**src/rtl/prog_counter_ras.sv**
```systemverilog
// Purpose : instruction-fetch program counter with circular return-address stack and sticky error flags.
// Latency : 1 cycle; the new PC is visible after the rising edge that accepts a command (no input-to-output comb path).
// Backpressure: none; controlPC=0 holds PC/RAS/flags, and flagClear still applies.
//
// Ports:
//   clk, reset                   - clock, asynchronous active-high reset
//   controlPC, pcSel             - update enable and mode (0 SEQ, 1 BRANCH, 2 JUMP, 3 CALL, 4 RET, 5-7 reserved)
//   branchOffset, jumpTarget     - signed byte offset for BRANCH, absolute target for JUMP/CALL
//   flagClear                    - clears sticky flags (a same-cycle new error wins)
//   instAddress_out              - registered PC
//   rasEmpty, rasFull            - RAS occupancy, combinational from the entry count
//   rasOverflow, rasUnderflow, misalignErr, illegalSel - sticky error flags
// Optional: define PC_TRACE_EN to print a simulation trace of every accepted update and of reset.
module prog_counter_ras #(
    parameter int unsigned       ADDR_W     = 32,
    parameter logic [ADDR_W-1:0] RESET_VEC  = '0,
    parameter int unsigned       INST_BYTES = 4,
    parameter int unsigned       RAS_DEPTH  = 4
) (
    input  logic              clk,
    input  logic              reset,
    input  logic              controlPC,
    input  logic [2:0]        pcSel,
    input  logic [ADDR_W-1:0] branchOffset,
    input  logic [ADDR_W-1:0] jumpTarget,
    input  logic              flagClear,
    output logic [ADDR_W-1:0] instAddress_out,
    output logic              rasEmpty,
    output logic              rasFull,
    output logic              rasOverflow,
    output logic              rasUnderflow,
    output logic              misalignErr,
    output logic              illegalSel
);

    localparam int unsigned PTR_W = $clog2(RAS_DEPTH);
    localparam int unsigned CNT_W = $clog2(RAS_DEPTH + 1);

    localparam logic [ADDR_W-1:0] STEP     = ADDR_W'(INST_BYTES);
    // Low address bits that must be zero; all-zero when INST_BYTES=1, which disables the check.
    localparam logic [ADDR_W-1:0] LOW_MASK = STEP - ADDR_W'(1);
    localparam logic [CNT_W-1:0]  FULL_CNT = CNT_W'(RAS_DEPTH);

    localparam logic [2:0] SEL_SEQ    = 3'd0;
    localparam logic [2:0] SEL_BRANCH = 3'd1;
    localparam logic [2:0] SEL_JUMP   = 3'd2;
    localparam logic [2:0] SEL_CALL   = 3'd3;
    localparam logic [2:0] SEL_RET    = 3'd4;

    logic [ADDR_W-1:0] pc_q, pc_d;
    logic [ADDR_W-1:0] ras_q [RAS_DEPTH];
    logic [PTR_W-1:0]  ptr_q, ptr_d;      // next slot to write; top entry sits at ptr_q-1
    logic [CNT_W-1:0]  cnt_q, cnt_d;
    logic              ovf_q, ovf_d;
    logic              unf_q, unf_d;
    logic              mis_q, mis_d;
    logic              ill_q, ill_d;

    logic              push_en;
    logic [ADDR_W-1:0] seq_pc;
    logic [ADDR_W-1:0] target;
    logic [ADDR_W-1:0] ras_top;
    logic              empty, full;
    logic              ovf_set, unf_set, mis_set, ill_set;

    assign empty   = (cnt_q == '0);
    assign full    = (cnt_q == FULL_CNT);
    assign seq_pc  = pc_q + STEP;
    assign ras_top = ras_q[ptr_q - PTR_W'(1)];

    always_comb begin
        pc_d    = pc_q;
        ptr_d   = ptr_q;
        cnt_d   = cnt_q;
        push_en = 1'b0;
        target  = jumpTarget;
        ovf_set = 1'b0;
        unf_set = 1'b0;
        mis_set = 1'b0;
        ill_set = 1'b0;

        if (controlPC) begin
            case (pcSel)
                SEL_SEQ: begin
                    pc_d = seq_pc;
                end
                SEL_BRANCH, SEL_JUMP, SEL_CALL: begin
                    target  = (pcSel == SEL_BRANCH) ? (pc_q + branchOffset) : jumpTarget;
                    pc_d    = target & ~LOW_MASK;
                    mis_set = |(target & LOW_MASK);
                    if (pcSel == SEL_CALL) begin
                        push_en = 1'b1;
                        // The write pointer wraps, so a push while full lands on the oldest entry.
                        ptr_d   = ptr_q + PTR_W'(1);
                        if (full) begin
                            ovf_set = 1'b1;
                        end else begin
                            cnt_d = cnt_q + CNT_W'(1);
                        end
                    end
                end
                SEL_RET: begin
                    if (empty) begin
                        pc_d    = seq_pc;
                        unf_set = 1'b1;
                    end else begin
                        pc_d  = ras_top;
                        ptr_d = ptr_q - PTR_W'(1);
                        cnt_d = cnt_q - CNT_W'(1);
                    end
                end
                default: begin
                    ill_set = 1'b1;
                end
            endcase
        end

        // A new error in the clearing cycle keeps its flag set.
        ovf_d = (flagClear ? 1'b0 : ovf_q) | ovf_set;
        unf_d = (flagClear ? 1'b0 : unf_q) | unf_set;
        mis_d = (flagClear ? 1'b0 : mis_q) | mis_set;
        ill_d = (flagClear ? 1'b0 : ill_q) | ill_set;
    end

    always_ff @(posedge clk or posedge reset) begin
        if (reset) begin
            pc_q  <= RESET_VEC;
            ptr_q <= '0;
            cnt_q <= '0;
            ovf_q <= 1'b0;
            unf_q <= 1'b0;
            mis_q <= 1'b0;
            ill_q <= 1'b0;
            for (int i = 0; i < RAS_DEPTH; i++) begin
                ras_q[i] <= '0;
            end
        end else begin
            pc_q  <= pc_d;
            ptr_q <= ptr_d;
            cnt_q <= cnt_d;
            ovf_q <= ovf_d;
            unf_q <= unf_d;
            mis_q <= mis_d;
            ill_q <= ill_d;
            if (push_en) begin
                ras_q[ptr_q] <= seq_pc;
            end
        end
    end

    assign instAddress_out = pc_q;
    assign rasEmpty        = empty;
    assign rasFull         = full;
    assign rasOverflow     = ovf_q;
    assign rasUnderflow    = unf_q;
    assign misalignErr     = mis_q;
    assign illegalSel      = ill_q;

`ifdef PC_TRACE_EN
    function automatic string mode_name(input logic [2:0] sel);
        case (sel)
            SEL_SEQ:    return "SEQ";
            SEL_BRANCH: return "BRANCH";
            SEL_JUMP:   return "JUMP";
            SEL_CALL:   return "CALL";
            SEL_RET:    return "RET";
            default:    return "RESERVED";
        endcase
    endfunction

    // Sampled in the active region of the edge, so pc_q is still the old PC and pc_d the new one.
    always @(posedge clk) begin
        if (!reset && controlPC) begin
            $display("%0t %s old_pc=%h new_pc=%h ras_count=%0d",
                     $time, mode_name(pcSel), pc_q, pc_d, cnt_d);
        end
    end

    always @(posedge reset) begin
        $display("Program starts execution at %h", RESET_VEC);
    end
`endif

endmodule
```
**config.mk**
```make
export PLATFORM = sky130hd
export DESIGN_NAME = prog_counter_ras
export DESIGN_NICKNAME = d
export VERILOG_FILES = /design/src/rtl/prog_counter_ras.sv
export SDC_FILE = /design/constraint.sdc
export NUM_CORES = 1
export LEC_CHECK = 0
export BUFFER_PORTS_ARGS = -buffer_cell sky130_fd_sc_hd__buf_2
export CORE_MARGIN = 2
export CORE_UTILIZATION = 60
export DETAILED_ROUTE_END_ITERATION = 16
export GPL_TIMING_DRIVEN = 0
export PLACE_DENSITY = 0.9
export SLEW_MARGIN = 20
export SYNTH_ARGS = -nofsm -noshare
export SYNTH_HDL_FRONTEND = slang
export SYNTH_SLANG_ARGS = --single-unit
```
**constraint.sdc**
```tcl
create_clock -name clk -period 6.4 [get_ports clk]
set_input_delay 0.32 -clock clk [delete_from_list [all_inputs] [get_ports clk]]
set_output_delay 0.32 -clock clk [all_outputs]
set_load 0.01 [all_outputs]
```
==> results of run 1 <==
-- per-stage QoR --
step,hold WS [ns],instances
2_1_floorplan,0.441,1137
3_3_place_gp,0.456,1462
3_5_place_dp,0.465,1463
4_1_cts,0.0401,1495
5_1_grt,0.0461,1495
6_report,-0.0213,1495
-- state kept, by name (all words and copies together), names as in the netlist --
signal,flops
ras_q,128
instAddress_out,32
cnt_q,3
ptr_q,2
illegalSel,1
misalignErr,1
rasOverflow,1
rasUnderflow,1
-- final cells by class --
class,count,area share
buffer,76,0.0273
clock buffer,20,0.0380
clock inverter,12,0.0117
inverter,24,0.00831
multi-input combinational,868,0.484
sequential,169,0.360
tap,220,0.0234
timing repair buffer,106,0.0471
-- report_power, final --
part           total, mW  leakage (nW)  internal (mW)  switching, mW
clock network       1.05         0.282          0.590          0.457
logic               2.41          2.78          0.988           1.42
registers           1.87          2.09           1.49          0.378
-- synthesized netlist by cell type (3+ instances only) --
| cell type | n |
|---|---|
| a211oi_1 | 4 |
| a21o_1 | 14 |
| a21oi_1 | 124 |
| a221oi_1 | 6 |
| a22oi_1 | 7 |
| a31oi_1 | 7 |
| a32o_1 | 3 |
| and2_1 | 8 |
| and3_1 | 13 |
| and4_1 | 9 |
| buf_1 | 4 |
| buf_2 | 21 |
| clkbuf_1 | 48 |
| dfrtp_1 | 169 |
| ha_1 | 36 |
| inv_1 | 22 |
| mux2_2 | 9 |
| mux2i_1 | 6 |
| mux4_2 | 32 |
| nand2_1 | 141 |
| nand2b_1 | 4 |
| nand3_1 | 25 |
| nand4_1 | 19 |
| nor2_1 | 108 |
| nor2b_1 | 5 |
| nor3_1 | 15 |
| nor3_2 | 4 |
| nor4_1 | 3 |
| o211ai_1 | 7 |
| o21a_1 | 9 |
| o21ai_0 | 124 |
| o21ai_1 | 6 |
| o21bai_1 | 5 |
| o221ai_1 | 8 |
| o31ai_1 | 5 |
| or3_1 | 5 |
| xnor2_1 | 25 |
| xor2_1 | 26 |
-- metal layers --
layer  vias to the layer above  wire (um)  global-route usage  share of wire
met4                         0       1980               0.204          0.058
met3                       189       4380               0.108           0.13
met1                      4830      12200               0.485           0.36
li1                       4383          -                   -              -
met2                       864      15300               0.585           0.45
met5                         -          0                   0              0
-- worst register-to-register path, cell delays in order, from the launching register on --
cell and delay (ns):
dfrtp_1 0.38, buf_2 0.27, buf_2 0.41, buf_2 0.41, buf_2 0.39, inv_1 0.16, ha_1 0.31, clkbuf_1 0.52
buf_1 0.76, mux4_2 0.45, a21oi_1 0.23, a21oi_1 0.10, o2bb2ai_1 0.21, a21oi_1 0.06
-- path summary, 6_finish.rpt --
path | endpoint | depth (start not counted) | startpoint | slack, ns
worst max-delay path | instAddress_out[26]$_DFFE_PP0P_ | 13 | ptr_q[0]$_DFFE_PP0P_ | 1.60
worst min-delay path | ras_q[120]$_DFFE_PP0P_ | 2 | reset | -0.02
worst max register to register | instAddress_out[26]$_DFFE_PP0P_ | 13 | ptr_q[0]$_DFFE_PP0P_ | 1.60
worst min register to register | ras_q[53]$_DFFE_PP0P_ | 2 | ras_q[53]$_DFFE_PP0P_ | 0.48
max in group asynchronous | ras_q[42]$_DFFE_PP0P_ | 3 | reset | 5.65
min in group clk | instAddress_out[16]$_DFFE_PP0P_ | 3 | jumpTarget[16] | 0.17
-- kinds of logic after synthesis --
family,count (synthesis),synth area share
AO/OA/AOI/OAI,362,0.210
adder cells (fa/ha/maj),38,0.0475
flip-flops,169,0.409
XOR/XNOR,51,0.0433
AND/OR/NAND/NOR,370,0.164
buffers and inverters,100,0.0397
multiplexers,47,0.0854
==> run metrics, run 1 <==
Multi-input gate area=5690 um2; Yosys top cell by area=dfrtp_1; Worst Max-Slew Pin Slew=about 1.1 ns; setup ws final=around 1.6 ns; CTS Buf Count=17; final critical-path share of the clock period=0.750; Area Overhead vs Synth=13.8%; status=finished, violations left; syn_nets=approximately 1200; hold bufs inserted after CTS=0; Fin. Hold Viols=7; post-route ant nets=0; worst slack, placed=1.82 ns; DR vias/cell=6.87; Filler cells=1224; Leak=5.15 nW; Die Y=135 um; initial antenna violation count=0; Layout Skew=0.0106 ns; Max-Cap Viols=0; clock root buffer=clkbuf_16; n_diodes=0; DR DRC count=0; Worst-path clk slew=roughly 0.070 ns; Post-DP HPWL=23800 um; slowest stage cell, crit path=buf_1; # port buffers=105; Setup TNS=0 ns; Storage cell area=roughly 4200 um2; DRC marker count from the first detailed-route iteration=about 1600; fin. max-slew vios=0; sequential area share after synthesis=0.409; power per cell area=approximately 450 nW/um2; VDD IR max=0.244 mV; clock latency on the worst-skew pair=0.44 ns; # Post-CTS Setup Buffers=0; Tmin final=4.80 ns; startpoint types=flop; RSZ-0062 raised after global routing=false; violated checks=negative hold slack; crit-path cells=buf_2 -> buf_2 -> buf_2 -> buf_2 -> inv_1 -> ha_1 -> clkbuf_1 -> buf_1 -> mux4_2 -> a21oi_1 -> a21oi_1 -> o2bb2ai_1 -> a21oi_1; design area=11700 um2; CP max stage delay=0.76 ns; post-synthesis cell type count=74; Peak Freq=208 MHz; grt total ovfl=0; Slew HR=0.273; EDFF count, synth=0; flops & latches, synth=~170; # setup viols final=0; Critical Path End Type=flop; Mapped Avg Cell Area=9.08 um2; WP data arrival=5.09 ns; Core ar.=16700 um2; Top delay family on crit path=buffers and inverters; Synth Warn #=0; area post-placement=11200 um2; worst-path fanout max=10; Min Hold Slack=-0.0213 ns; Yosys top cell area share=0.409; Sink Count=169; share of cells above drive strength 1=0.171; largest net degree at the start of global routing=98; Post-Route WL=33800 um; hold crit path type=in -> async; H-tree levels=4; routability cong.=0.984; Synth area leaders=dfrtp_1, mux4_2, a21oi_1; Top FF cell, synth=dfrtp_1; Setup CP Type=reg -> reg; nets=around 1400; Cells after Synth=1137; Resized Gates After CTS=0; most frequent cells in the layout=dfrtp_1, nand2_1, buf_2; vias in the first global route=9993; row count=47; drt wl/cell=approximately 23 um; Synth Cell Area=just over 10000 um2; Die X=135 um; Critical Path RT=6.69 ns; global-route wire length before repair=52800 um; DIE AREA=18300 um2; worst path bufs/invs=7; CTS tree=done; total power=between 5 and 6 mW; Async SR Flop Fraction=1.00; commonest non-fill, non-tap cell in the layout=dfrtp_1; utilization after layout=0.703; DRT Pass-1 Iters=8; Global Route Usage Sum=0.378; clock tree buffer depth=2; total vias in the final route=10266; most used cell, CP=buf_2; Initial Util=0.618; I/O pins=109
Note: power is estimated with default switching activity, not from simulation.
==> inputs of run 2 (changes only) <==
--- a/config.mk
+++ b/config.mk
@@ -7,10 +7,10 @@
 export LEC_CHECK = 0
 export BUFFER_PORTS_ARGS = -buffer_cell sky130_fd_sc_hd__buf_2
 export CORE_MARGIN = 2
-export CORE_UTILIZATION = 60
+export CORE_UTILIZATION = 54
 export DETAILED_ROUTE_END_ITERATION = 16
 export GPL_TIMING_DRIVEN = 0
-export PLACE_DENSITY = 0.9
+export PLACE_DENSITY = 0.86
 export SLEW_MARGIN = 20
 export SYNTH_ARGS = -nofsm -noshare
 export SYNTH_HDL_FRONTEND = slang
==> constraint.sdc (replaced) <==
create_clock -name clk -period 4.3 [get_ports clk]
set_input_delay 0.215 -clock clk [delete_from_list [all_inputs] [get_ports clk]]
set_output_delay 0.215 -clock clk [all_outputs]
set_load 0.01 [all_outputs]
==> run 2 against run 1 <==
Against the previous run: maximum frequency up 16%; routed wire length down 1.4%; power is 46% higher; design area grew 0.61%; non-clock buffer count is 4 higher; first-iteration DRC count fell by 8.3%; critical endpoint is now instAddress_out[28]$_DFFE_PP0P_; via count is 1.2% lower; the run now ends clean; sequential share of layout area decreased by 0.22 points; critical path depth fell by 1; clock power rose by 39%.
==> run metrics, run 2 (same netlist as run 1, synthesis figures left out) <==
status=complete, no violations; slowest stage cell, crit path=ha_2; area post-placement=11200 um2 (+0.77%); Top delay family on crit path=buffers and inverters; nets=1375 (+0.29%); max reg flops=128 (unchanged); Die Y=142 um (+5.2%); commonest non-fill, non-tap cell in the layout=dfrtp_1; internal power=4.51 mW (+47%); post-route ant nets=0 (unchanged); Leak=5.16 nW (+0.22%); Area Overhead vs Synth=14.4%; crit-path cells=buf_2 -> clkbuf_4 -> buf_2 -> buf_2 -> inv_1 -> ha_2 -> clkbuf_1 -> mux4_2 -> a21oi_1 -> a21oi_1 -> o21ai_0 -> a21oi_1; most frequent cells in the layout=dfrtp_1, nand2_1, a21oi_1, buf_2, o21ai_0; Critical Path End Type=flop; Initial Util=0.552 (-0.0663); Post-Route WL=33400 um (-1.4%); CTS Buf Count=17 (unchanged); RSZ-0062 raised after global routing=false; drt wl/cell=22.1 um (-2.5%); Layout Skew=0.00934 ns (-0.00129 ns); I/O pins=109 (unchanged); power share of the combinational group=0.457 (+0.004); Fin. Hold Viols=0 (-7); worst path bufs/invs=6 (-1); routability cong.=0.975 (-0.95%); hold crit path type=in -> reg; Sink Count=169 (unchanged); startpoint types=flop; total power=7.75 mW (+46%); share of cells above drive strength 1=0.175 (+0.00443); Tmin final=4.13 ns (-0.672 ns); grt total ovfl=0 (unchanged); Die X=142 um (+5.2%); clock latency on the worst-skew pair=0.43 ns (about the same); Setup TNS=0 ns (unchanged); Critical Path RT=4.58 ns (-2.11 ns); total vias in the final route=10140 (-1.2%); worst-path fanout max=10 (unchanged); clock tree buffer depth=2 (unchanged); final non-filler cell total=1511 (+1.1%); fin. max-slew vios=0 (unchanged); vias in the first global route=9896 (-0.97%); DRC marker count from the first detailed-route iteration=1489 (-8.3%); clock root buffer=clkbuf_16; DRT Pass-1 Iters=8 (unchanged); largest register by flop count=ras_q; Min Hold Slack=0.0684 ns (+0.0898 ns); # setup viols final=0 (unchanged); DR vias/cell=6.71 (-2.3%); initial antenna violation count=0 (unchanged); DIE AREA=20200 um2 (+11%); Max-Cap Viols=0 (unchanged); power per cell area=656 nW/um2 (+45%); Placed Cells=1481 (+1.2%); row count=50 (+6.4%); DR DRC count=0 (unchanged); # port buffers=105 (unchanged); power share of the clock group=0.188 (-0.009); design area=11800 um2 (+0.61%); Global Route Usage Sum=0.336 (-0.0416); VDD IR max=0.305 mV (+25%); WP data arrival=4.41 ns (-0.68 ns); sw frac=0.418 (-0.00545); Worst-path clk slew=0.07 ns (about the same); CTS tree=done; Worst Max-Slew Pin Slew=1.14 ns (+0.0531 ns); H-tree levels=4 (unchanged); Post-DP HPWL=24400 um (+2.8%); Peak Freq=242 MHz (+16%); CP max stage delay=0.53 ns (-0.23 ns); global-route wire length before repair=52300 um (-0.98%); Core ar.=18700 um2 (+12%); largest net degree at the start of global routing=33 (-66%); n_diodes=0 (unchanged); sequential share of power=0.355 (+0.004); final critical-path share of the clock period=0.959 (+0.210); Setup CP Type=reg -> reg; # Post-CTS Setup Buffers=0 (unchanged); Slew HR=0.237 (-0.0357); Net Switching=3.24 mW (+44%)
## run 2: final timing paths
check	cells after the start	end	startpoint	slack, ns
max	12	instAddress_out[28]$_DFFE_PP0P_	ptr_q[0]$_DFFE_PP0P_	0.17
min	3	instAddress_out[16]$_DFFE_PP0P_	jumpTarget[16]	0.07
max reg2reg	12	instAddress_out[28]$_DFFE_PP0P_	ptr_q[0]$_DFFE_PP0P_	0.17
min reg2reg	2	ras_q[37]$_DFFE_PP0P_	ras_q[37]$_DFFE_PP0P_	0.48
max in group asynchronous	6	ras_q[41]$_DFFE_PP0P_	reset	2.91
min in group asynchronous	3	ras_q[126]$_DFFE_PP0P_	reset	0.39
## run 2: what timing repair did
action / in CTS / in global routing
hold buffers: 1 / 0
cloned: 0 / 0
gates resized for setup: 3 / 2
endpoints found under the setup margin: 22 / 21
endpoints found under the hold margin: 22 / 0
## run 2: layout make-up
type / count / area [um2]
multi-input combinational: 868 / 5690
tap: 234 / 293
inverter: 24 / 93.8
fill: 1457 / 6890
timing repair buffer: 111 / 636
clock buffer: 17 / 425
clock inverter: 13 / 123
sequential: 169 / 4230
buffer: 75 / 329
## run 2: worst reg2reg max path, cell delays in order, from the launching register on
cell,delay [ns]
dfrtp_1,0.40
buf_2,0.28
clkbuf_4,0.34
buf_2,0.36
buf_2,0.36
inv_1,0.17
ha_2,0.53
clkbuf_1,0.52
mux4_2,0.42
a21oi_1,0.25
a21oi_1,0.10
o21ai_0,0.20
a21oi_1,0.06
## run 2: power groups by stage
| stage | registers, mW | clock network [mW] | logic (mW) |
|---|---|---|---|
| finish | 2.75 | 1.46 | 3.54 |
| global route | 2.80 | 1.52 | 3.85 |
| CTS | 2.72 | 1.45 | 3.46 |
| detailed placement | 2.73 | 0 | 3.40 |
| global placement | 2.69 | 0 | 3.26 |
| floorplan | 2.61 | 0 | 2.45 |
## run 2: stage by stage
| step | setup WS, ns | util |
|---|---|---|
| after floorplan | 0.837 | - |
| after global placement | -0.195 | 0.596 |
| after detailed placement | -0.308 | 0.601 |
| after CTS | 0.0639 | 0.632 |
| after global routing | 0.0477 | 0.632 |
| final | 0.175 | 0.632 |
## run 2: per-layer routing
| metal | GRT usage | wire, um | vias up |
|---|---|---|---|
| met3 | 0.0754 | 3710 | 155 |
| met2 | 0.537 | 15500 | 708 |
| li1 | - | - | 4379 |
| met1 | 0.433 | 12400 | 4898 |
| met4 | 0.175 | 1770 | 0 |
| met5 | 0 | 0 | - |
